$ cat config.mk
export PLATFORM = sky130hd
export DESIGN_NAME = if_fetch_queue
export DESIGN_NICKNAME = d
export VERILOG_FILES = /design/src/rtl/if_pkg.sv /design/src/rtl/if_fetch_queue_mem.sv /design/src/rtl/if_fetch_queue.sv
export SDC_FILE = /design/constraint.sdc
export NUM_CORES = 1
export LEC_CHECK = 0
export CAP_MARGIN = 30
export CORE_AREA = 2 2 172 174
export DETAILED_ROUTE_END_ITERATION = 6
export DIE_AREA = 0 0 174 176
export SYNTH_ARGS = -nofsm -noshare
export SYNTH_HDL_FRONTEND = slang
export SYNTH_SLANG_ARGS = --single-unit
$ cat constraint.sdc
create_clock -name clk -period 4.5 [get_ports clk]
set_input_delay 0.675 -clock clk [delete_from_list [all_inputs] [get_ports clk]]
set_output_delay 0.675 -clock clk [all_outputs]
set_load 0.05 [all_outputs]
$ cat src/rtl/if_pkg.sv
// Shared definitions for the IF stage fetch queue: NOP encoding, default width
// and the packed fetch-entry layout {pc, instr, pred_taken}.
package if_pkg;

  localparam int XLEN_DEFAULT = 32;
  localparam logic [31:0] NOP_INSTR = 32'h0000_0013;

  localparam int PC_W    = XLEN_DEFAULT;
  localparam int INSTR_W = XLEN_DEFAULT;
  localparam int PRED_W  = 1;
  localparam int ENTRY_W_DEFAULT = PC_W + INSTR_W + PRED_W;

  typedef struct packed {
    logic [PC_W-1:0]    pc;
    logic [INSTR_W-1:0] instr;
    logic               pred_taken;
  } fetch_entry_t;

  // Width of a packed entry for an arbitrary XLEN.
  function automatic int entry_w(input int xlen);
    return 2 * xlen + 1;
  endfunction

endpackage

$ cat src/rtl/if_fetch_queue_mem.sv
// Fetch queue storage: DEPTH x W register file, one write port, one
// asynchronous read port, no reset on data.
module if_fetch_queue_mem #(
  parameter int DEPTH = 4,
  parameter int W     = 65,
  parameter int AW    = $clog2(DEPTH)
) (
  input  logic          clk,
  input  logic          we,
  input  logic [AW-1:0] waddr,
  input  logic [W-1:0]  wdata,
  input  logic [AW-1:0] raddr,
  output logic [W-1:0]  rdata
);

  logic [W-1:0] mem_q [DEPTH];

  always_ff @(posedge clk) begin
    if (we) mem_q[waddr] <= wdata;
  end

  assign rdata = mem_q[raddr];

endmodule

$ cat src/rtl/if_fetch_queue.sv
// IF-to-ID decoupling queue with EX-redirect flush. Defining
// IF_FETCH_QUEUE_BYPASS_EN adds a zero-latency path when the queue is empty.
module if_fetch_queue
  import if_pkg::*;
#(
  parameter int DEPTH = 4,
  parameter int XLEN  = XLEN_DEFAULT
) (
  input  logic                   clk,
  input  logic                   rst,
  input  logic                   flush,
  input  logic                   in_valid,
  input  logic [XLEN-1:0]        in_pc,
  input  logic [XLEN-1:0]        in_instr,
  input  logic                   in_pred_taken,
  output logic                   in_ready,
  output logic                   out_valid,
  output logic [XLEN-1:0]        out_pc,
  output logic [XLEN-1:0]        out_instr,
  output logic                   out_pred_taken,
  input  logic                   out_ready,
  output logic [$clog2(DEPTH):0] count
);

  localparam int PW = $clog2(DEPTH);
  localparam int CW = PW + 1;
  localparam int EW = entry_w(XLEN);

  // Handshakes: a transfer happens on a rising edge where valid && ready is
  // high and flush is low; in_ready depends only on registered occupancy.
  logic [PW-1:0] wr_ptr_q, wr_ptr_d;
  logic [PW-1:0] rd_ptr_q, rd_ptr_d;
  logic [CW-1:0] count_q, count_d;

  logic          empty, full;
  logic          push, pop, wr_en, rd_adv;
  logic [EW-1:0] rd_data, wr_data;
  logic [XLEN-1:0] sel_pc, sel_instr;
  logic          sel_pred;

  if_fetch_queue_mem #(.DEPTH(DEPTH), .W(EW)) u_mem (
    .clk   (clk),
    .we    (wr_en),
    .waddr (wr_ptr_q),
    .wdata (wr_data),
    .raddr (rd_ptr_q),
    .rdata (rd_data)
  );

  assign wr_data = {in_pc, in_instr, in_pred_taken};

  always_comb begin
    empty     = (count_q == '0);
    full      = (count_q == CW'(DEPTH));
    in_ready  = !full;

    out_valid = !empty && !flush;
    sel_pc    = rd_data[EW-1 -: XLEN];
    sel_instr = rd_data[XLEN:1];
    sel_pred  = rd_data[0];
`ifdef IF_FETCH_QUEUE_BYPASS_EN
    if (empty && in_valid && !flush) begin
      out_valid = 1'b1;
      sel_pc    = in_pc;
      sel_instr = in_instr;
      sel_pred  = in_pred_taken;
    end
`endif

    // Invalid head is presented as a NOP so ID never decodes stale storage.
    out_pc         = out_valid ? sel_pc    : '0;
    out_instr      = out_valid ? sel_instr : XLEN'(NOP_INSTR);
    out_pred_taken = out_valid ? sel_pred  : 1'b0;

    push   = in_valid && in_ready && !flush;
    pop    = out_valid && out_ready;
    wr_en  = push;
    rd_adv = pop;
`ifdef IF_FETCH_QUEUE_BYPASS_EN
    // A pop while empty consumes the bypassed entry, so storage is untouched.
    if (empty) begin
      rd_adv = 1'b0;
      if (out_ready) wr_en = 1'b0;
    end
`endif

    wr_ptr_d = wr_en  ? wr_ptr_q + PW'(1) : wr_ptr_q;
    rd_ptr_d = rd_adv ? rd_ptr_q + PW'(1) : rd_ptr_q;
    count_d  = count_q + CW'(wr_en) - CW'(rd_adv);
    if (flush) begin
      wr_ptr_d = '0;
      rd_ptr_d = '0;
      count_d  = '0;
    end
  end

  always_ff @(posedge clk or negedge rst) begin
    if (!rst) begin
      wr_ptr_q <= '0;
      rd_ptr_q <= '0;
      count_q  <= '0;
    end else begin
      wr_ptr_q <= wr_ptr_d;
      rd_ptr_q <= rd_ptr_d;
      count_q  <= count_d;
    end
  end

  assign count = count_q;

endmodule

* Word level (Yosys, flattened, before mapping) *
Memory sizes are Yosys's and may differ from the RTL's.
Index checks and enable logic that the tools add are counted.
W data, S select, Z words.

operators by class
  $add $sub $neg = 4
  $mul = 0
  div/mod/pow operators = 0
  $lt $le $gt $ge = 0
  eq/ne operators = 1
  shifts and indexed selects = 0
  mux-type cells = 10
  bitwise operators = 0
  reductions and logical operators = 10

operator list
  kind                   count
  $mux W32               2
  $mux W2                4
  $add A2 B1 Y2 const B  2
  $logic_and A1 B1 Y1    4
  $reduce_bool A2 Y1     2
  $add A3 B1 Y3          1
  $eq A3 B3 Y1 const B   1
  $logic_not A1 Y1       3
  $logic_not A3 Y1       1
  $mux W1                3
  $mux W3                1
  $sub A3 B1 Y3          1

word-level totals
  flip-flop bits (word level) = 7
  bits in latches = 0
  bits in writable memories = 260
  ROM bits = 0
  input port bits = 70
  output and inout bits = 70
  logic and storage cells = 29
  memories = 1

memory list
  memory       words  bits a word  read ports  clocked after Yosys merged registers in  write ports  RTL line                  source
  u_mem.mem_q  4      65           1           0                                        1            if_fetch_queue_mem.sv:16  logic [W-1:0] mem_q [DEPTH];

* Logic depth before layout (Yosys ltp) *
  word-level depth = 7
  mapped depth = 11

* By module *
A second synthesis with hierarchy kept.

second synthesis, totals
  cells, all modules = 453
  area, all modules = 10284.9 µm²

by module, submodules not included
  module              instances  cells an instance  area an instance (µm²)  sequential area each (µm²)
  if_fetch_queue_mem  1          343                9455.3                  7807.5
  if_fetch_queue      1          110                829.5                   175.2

* Least setup slack after synthesis *
OpenSTA, ideal clock, no wires.

  path type = reg2reg
  start point = reg count_q[1], in the netlist count[1]
  end point = mem u_mem.mem_q[0][0] (enable)
  data arrival time = 2.760 ns
  data required time = 4.070 ns
  setup slack = 1.310 ns
  cell stages (with the launch flop) = 4
  buffers on the path = 0
  cells stage by stage = dfrtp_1 > nor3b_1 > nor3_1 > and2_1

on the way
  longest elaborated chain between the ends = 6

RTL lines
  item                              RTL line                  source
  start, declared                   if_fetch_queue.sv:33      logic [CW-1:0] count_q, count_d;
  start signal, assigned            if_fetch_queue.sv:105     count_q <= count_d;
  $eq A3 B3 Y1                      if_fetch_queue.sv:54      full = (count_q == CW'(DEPTH));
  $logic_not A1 Y1                  if_fetch_queue.sv:55      in_ready = !full;
  $logic_and A1 B1 Y1 (2 in a row)  if_fetch_queue.sv:75      push = in_valid && in_ready && !flush;
  $mux W1                           if_fetch_queue_mem.sv:19  if (we) mem_q[waddr] <= wdata;
  $mux W1 (implied by the code)     if_fetch_queue_mem.sv:19
  end, declared                     if_fetch_queue_mem.sv:16

No other way between the ends.

* Final worst setup path *
  start point = reg rd_ptr_q[0]
  end point = out out_pc[14]

on the way
  longest elaborated chain between the ends = 2

RTL lines
  item                    RTL line               source
  start, declared         if_fetch_queue.sv:32   logic [PW-1:0] rd_ptr_q, rd_ptr_d;
  start signal, assigned  if_fetch_queue.sv:104  rd_ptr_q <= rd_ptr_d;
  $mem_v2 Z4 W65          --
  $mux W32                if_fetch_queue.sv:71   out_pc = out_valid ? sel_pc : '0;
  end, declared           if_fetch_queue.sv:18   output logic [XLEN-1:0] out_pc,

No other way between the ends.

==> results list <==
- Run status: completed
- The critical path is of the register to output pin type.
* Area Growth Syn to Fin: 26.5%
- Transition time at the pin with the least slew margin: 0.793 ns
* Cell area power density: 543 mW/mm^2
- Layout Cell Area excl Fill: 0.0130 sq mm
- The clock drives 267 sinks.
- Reg area: 0.00799 sq mm
* Required time of the critical path: 3.83 ns
* Routability Congestion: 0.647
- The hold violation count in the final report was 0.
- Worst setup skew after layout: 0.0216 ns
- The multi-input combinational cells in the finished layout cover a total of 0.00214 sq mm.
* Net Switching: 2.12 mW
- Portion of the clock cycle consumed by the worst path in the final layout: 85.6%
* Overall track demand over capacity in global routing: 13.3%
* Fmax: 260 MHz
* Clock network fraction of total power: 29.3%
- Buffers inserted to repair hold after CTS numbered 0.
* Number of iterations in the first detailed-routing pass: 4
- Library cell contributing the largest single delay on the critical path: clkdlybuf4s50_1
- In this run the deepest clock path goes through 3 buffers.
* Max-capacitance violation count: 0
- Sum of negative setup slack: 0 ns
- The signal on the critical path passes through buf_4 > mux4_2 > and2_1 > clkdlybuf4s50_1.
- For this configuration, the core starts out at a cell density of 35.9%.
* Master cell of the clock root buffer: clkbuf_16
- Clock Pin Slew Worst Setup and Hold Paths: 0.06 ns
- In this run the count of I/O pins placed on the die edge is 140.
* Post-layout util: 45.5%
- Detailed placement finished with a half-perimeter wire length of 11.8 mm.
- The number of buffers and inverters on the critical path is 2.
- In this run the static leakage power is 4.09 nW.
- Aggregate global routing overflow: 0
- The number of max-slew violations in the final report is 0.
- The worst pin sits at a relative slew slack of 47.1%.
- Once the clock tree was built, the resizer swapped 0 gates to a different size.
- Post-synth design cell area: 0.0103 sq mm
- Dpl cell area: 0.0122 sq mm
- Unrepaired setup endpoints after global routing: no
- Dividing the detail-routed wire length by the instance count gives 19.8 um.
- Maximum number of pins on one net before global-route repair: 66
- Sequential-to-total area share from yosys stat: 77.8%
* Gate family responsible for the most delay along the worst path: buffers and inverters
- Buffers added on ports: 139
- From bottom edge to top edge, the die measures 176 um.
* Avg Vias per Cell: 4.82
* Endpoint arrival time on the critical path: 3.18 ns
* Max incr delay on CP: 0.70 ns
- Total setup buffers inserted after CTS: 0
* Final count of negative-setup-slack endpoints: 0
- The top cell types in the final layout, fill and taps aside, are edfxtp_1 (260), clkdlybuf4s50_1 (137), mux4_2 (65).
* Area of the die: 0.0306 sq mm
- Of the total power, combinational logic draws 28.4%.
- TritonCTS clock tree: done
* Most area-hungry cell type in the Yosys netlist: edfxtp_1
* Sort of element at the start of the critical path: register
* Yosys warnings: 0
- The path class of the tightest hold or removal check is primary input to async pin.
* Fraction of layout cells with a size suffix above 1: 18.8%
- In this run the number of H-tree levels came out at 1.
* Part of the total power dissipated in sequential elements: 42.3%
- Dividing the synthesized area by the synthesized cell count gives 22.3 sq um.
- Switch share: 30.1%
- After technology mapping, the gate count stands at 461.
* NumNets Final: 694
* DRC errors left: 0
* Via count of the first global-routing pass: 5,410
* Clock latency on the worst-skew pair: 0.53 ns
- The library cell used most frequently in the layout, excluding fill and tap cells, is edfxtp_1.
- Distinct cell type count after synthesis: 24
- The first global-routing pass estimated 31.4 mm of wire.
- Synthesized flop and latch total: 267
- Min Clock Period, post-route: 3.85 ns
* Site row count: 62
- The detailed router finished its first iteration with 259 violations.
- The floorplan step defined a core boundary enclosing 0.0285 sq mm.
* Area share of the largest cell type after synthesis: 76.1%
- STA classifies the critical path endpoint as an output pin.
- Total length of routed wires: 20.2 mm
- The repair_antennas step left the layout with diodes totalling 0.
- Detail Route Antenna Nets: 0
- Cell Int Power: 4.93 mW
* Total of fill cells in the finished design: 2,479
- The die is 174 um wide.
- The initial antenna violation count is 0.
- Clock tree synthesis inserted a total of 27 buffers.
* Total number of vias: 4,901
- Worst ir drop on vdd: 0.000353 V
* Largest fanout of any net on the critical path: 20
- Net count of the mapped netlist: 538
- Ranked by total cell area, the synthesized netlist is headed by edfxtp_1 (76%), mux4_2 (14%), and2_1 (4.1%).
-- cell usage after synthesis --
library cell / number
a21oi_1: 3
and2_1: 68
buf_1: 3
buf_2: 7
buf_6: 4
clkbuf_1: 7
clkbuf_2: 1
dfrtp_1: 7
edfxtp_1: 260
fa_1: 1
ha_1: 6
inv_1: 7
mux4_2: 65
nand2_1: 1
nand3_1: 2
nor2_1: 4
nor2b_1: 1
nor3_1: 2
nor3_2: 1
nor3b_1: 1
o21ai_0: 3
o31ai_1: 1
or3_1: 4
xor2_1: 2
-- flip-flops by register name (all words and copies together), names as in the netlist --
signal / count
u_mem.mem_q: 260
count: 3
rd_ptr_q: 2
wr_ptr_q: 2
-- power groups by stage --
| stage | combinational, mW | clock (mW) | sequential [mW] |
|---|---|---|---|
| after floorplan | 1.42 | 0 | 2.99 |
| after global placement | 2.02 | 0 | 3.03 |
| after detailed placement | 2.03 | 0 | 3.04 |
| after CTS | 2.04 | 2.12 | 2.99 |
| after global routing | 2.13 | 2.22 | 3.01 |
| final | 2.00 | 2.06 | 2.99 |
-- worst reg2reg max path: stages, from the launching register on --
cell,delay (ns)
dfrtp_1,0.47
nor3_2,0.48
nor2_4,0.15
buf_4,0.26
and2_1,0.19
ha_1,0.28
inv_1,0.06
ha_1,0.13
inv_1,0.05
fa_1,0.41
xor2_1,0.17
and2_1,0.17
nor3_1,0.13
-- metrics by stage --
step	total power, mW	hold WS [ns]	setup WS (ns)	instances
CTS	7.16	0.399	0.569	1017
floorplan	4.42	0.379	1.31	461
global route	7.36	0.416	0.472	1017
global placement	5.06	0.574	0.888	972
finish	7.05	0.401	0.649	1017
detailed placement	5.08	0.591	0.856	972
-- cell type report --
| cell class | instances | share of cell area (%) |
|---|---|---|
| clock inverter | 5 | 0.386 |
| tap | 384 | 3.70 |
| multi-input combinational | 165 | 16.5 |
| inverter | 7 | 0.202 |
| sequential | 267 | 61.6 |
| timing repair buffer | 149 | 11.7 |
| clock buffer | 40 | 5.89 |
-- cell families after synthesis --
group | synth area share, %
compound gates | 0.366
xor+xnor | 0.171
fa+ha+maj | 0.927
buf+inv | 1.45
flops | 77.8
mux | 14.3
simple gates | 5.00
-- per-layer routing --
metal | track usage [%] | up-vias | routed length, um
met5 | 0 | - | 0
met4 | 3.08 | 0 | 438
met3 | 3.38 | 32 | 1210
met2 | 22.5 | 132 | 9860
met1 | 17.3 | 2562 | 8640
li1 | - | 2175 | -
-- path summary, 6_finish.rpt --
kind | from | to | slack (ns) | cells after the start
setup reg to reg | count[1] | count[2] | 1.47 | 12
hold / removal | rst | wr_ptr_q[0] | 0.40 | 1
setup / recovery | rd_ptr_q[0] | out_pc[14] | 0.65 | 4
hold reg to reg | wr_ptr_q[0] | wr_ptr_q[0] | 0.60 | 2
min in group clk | wr_ptr_q[0] | wr_ptr_q[0] | 0.60 | 2
max in group asynchronous | rst | rd_ptr_q[1] | 3.82 | 1
Power figures use the tool's default switching activity.
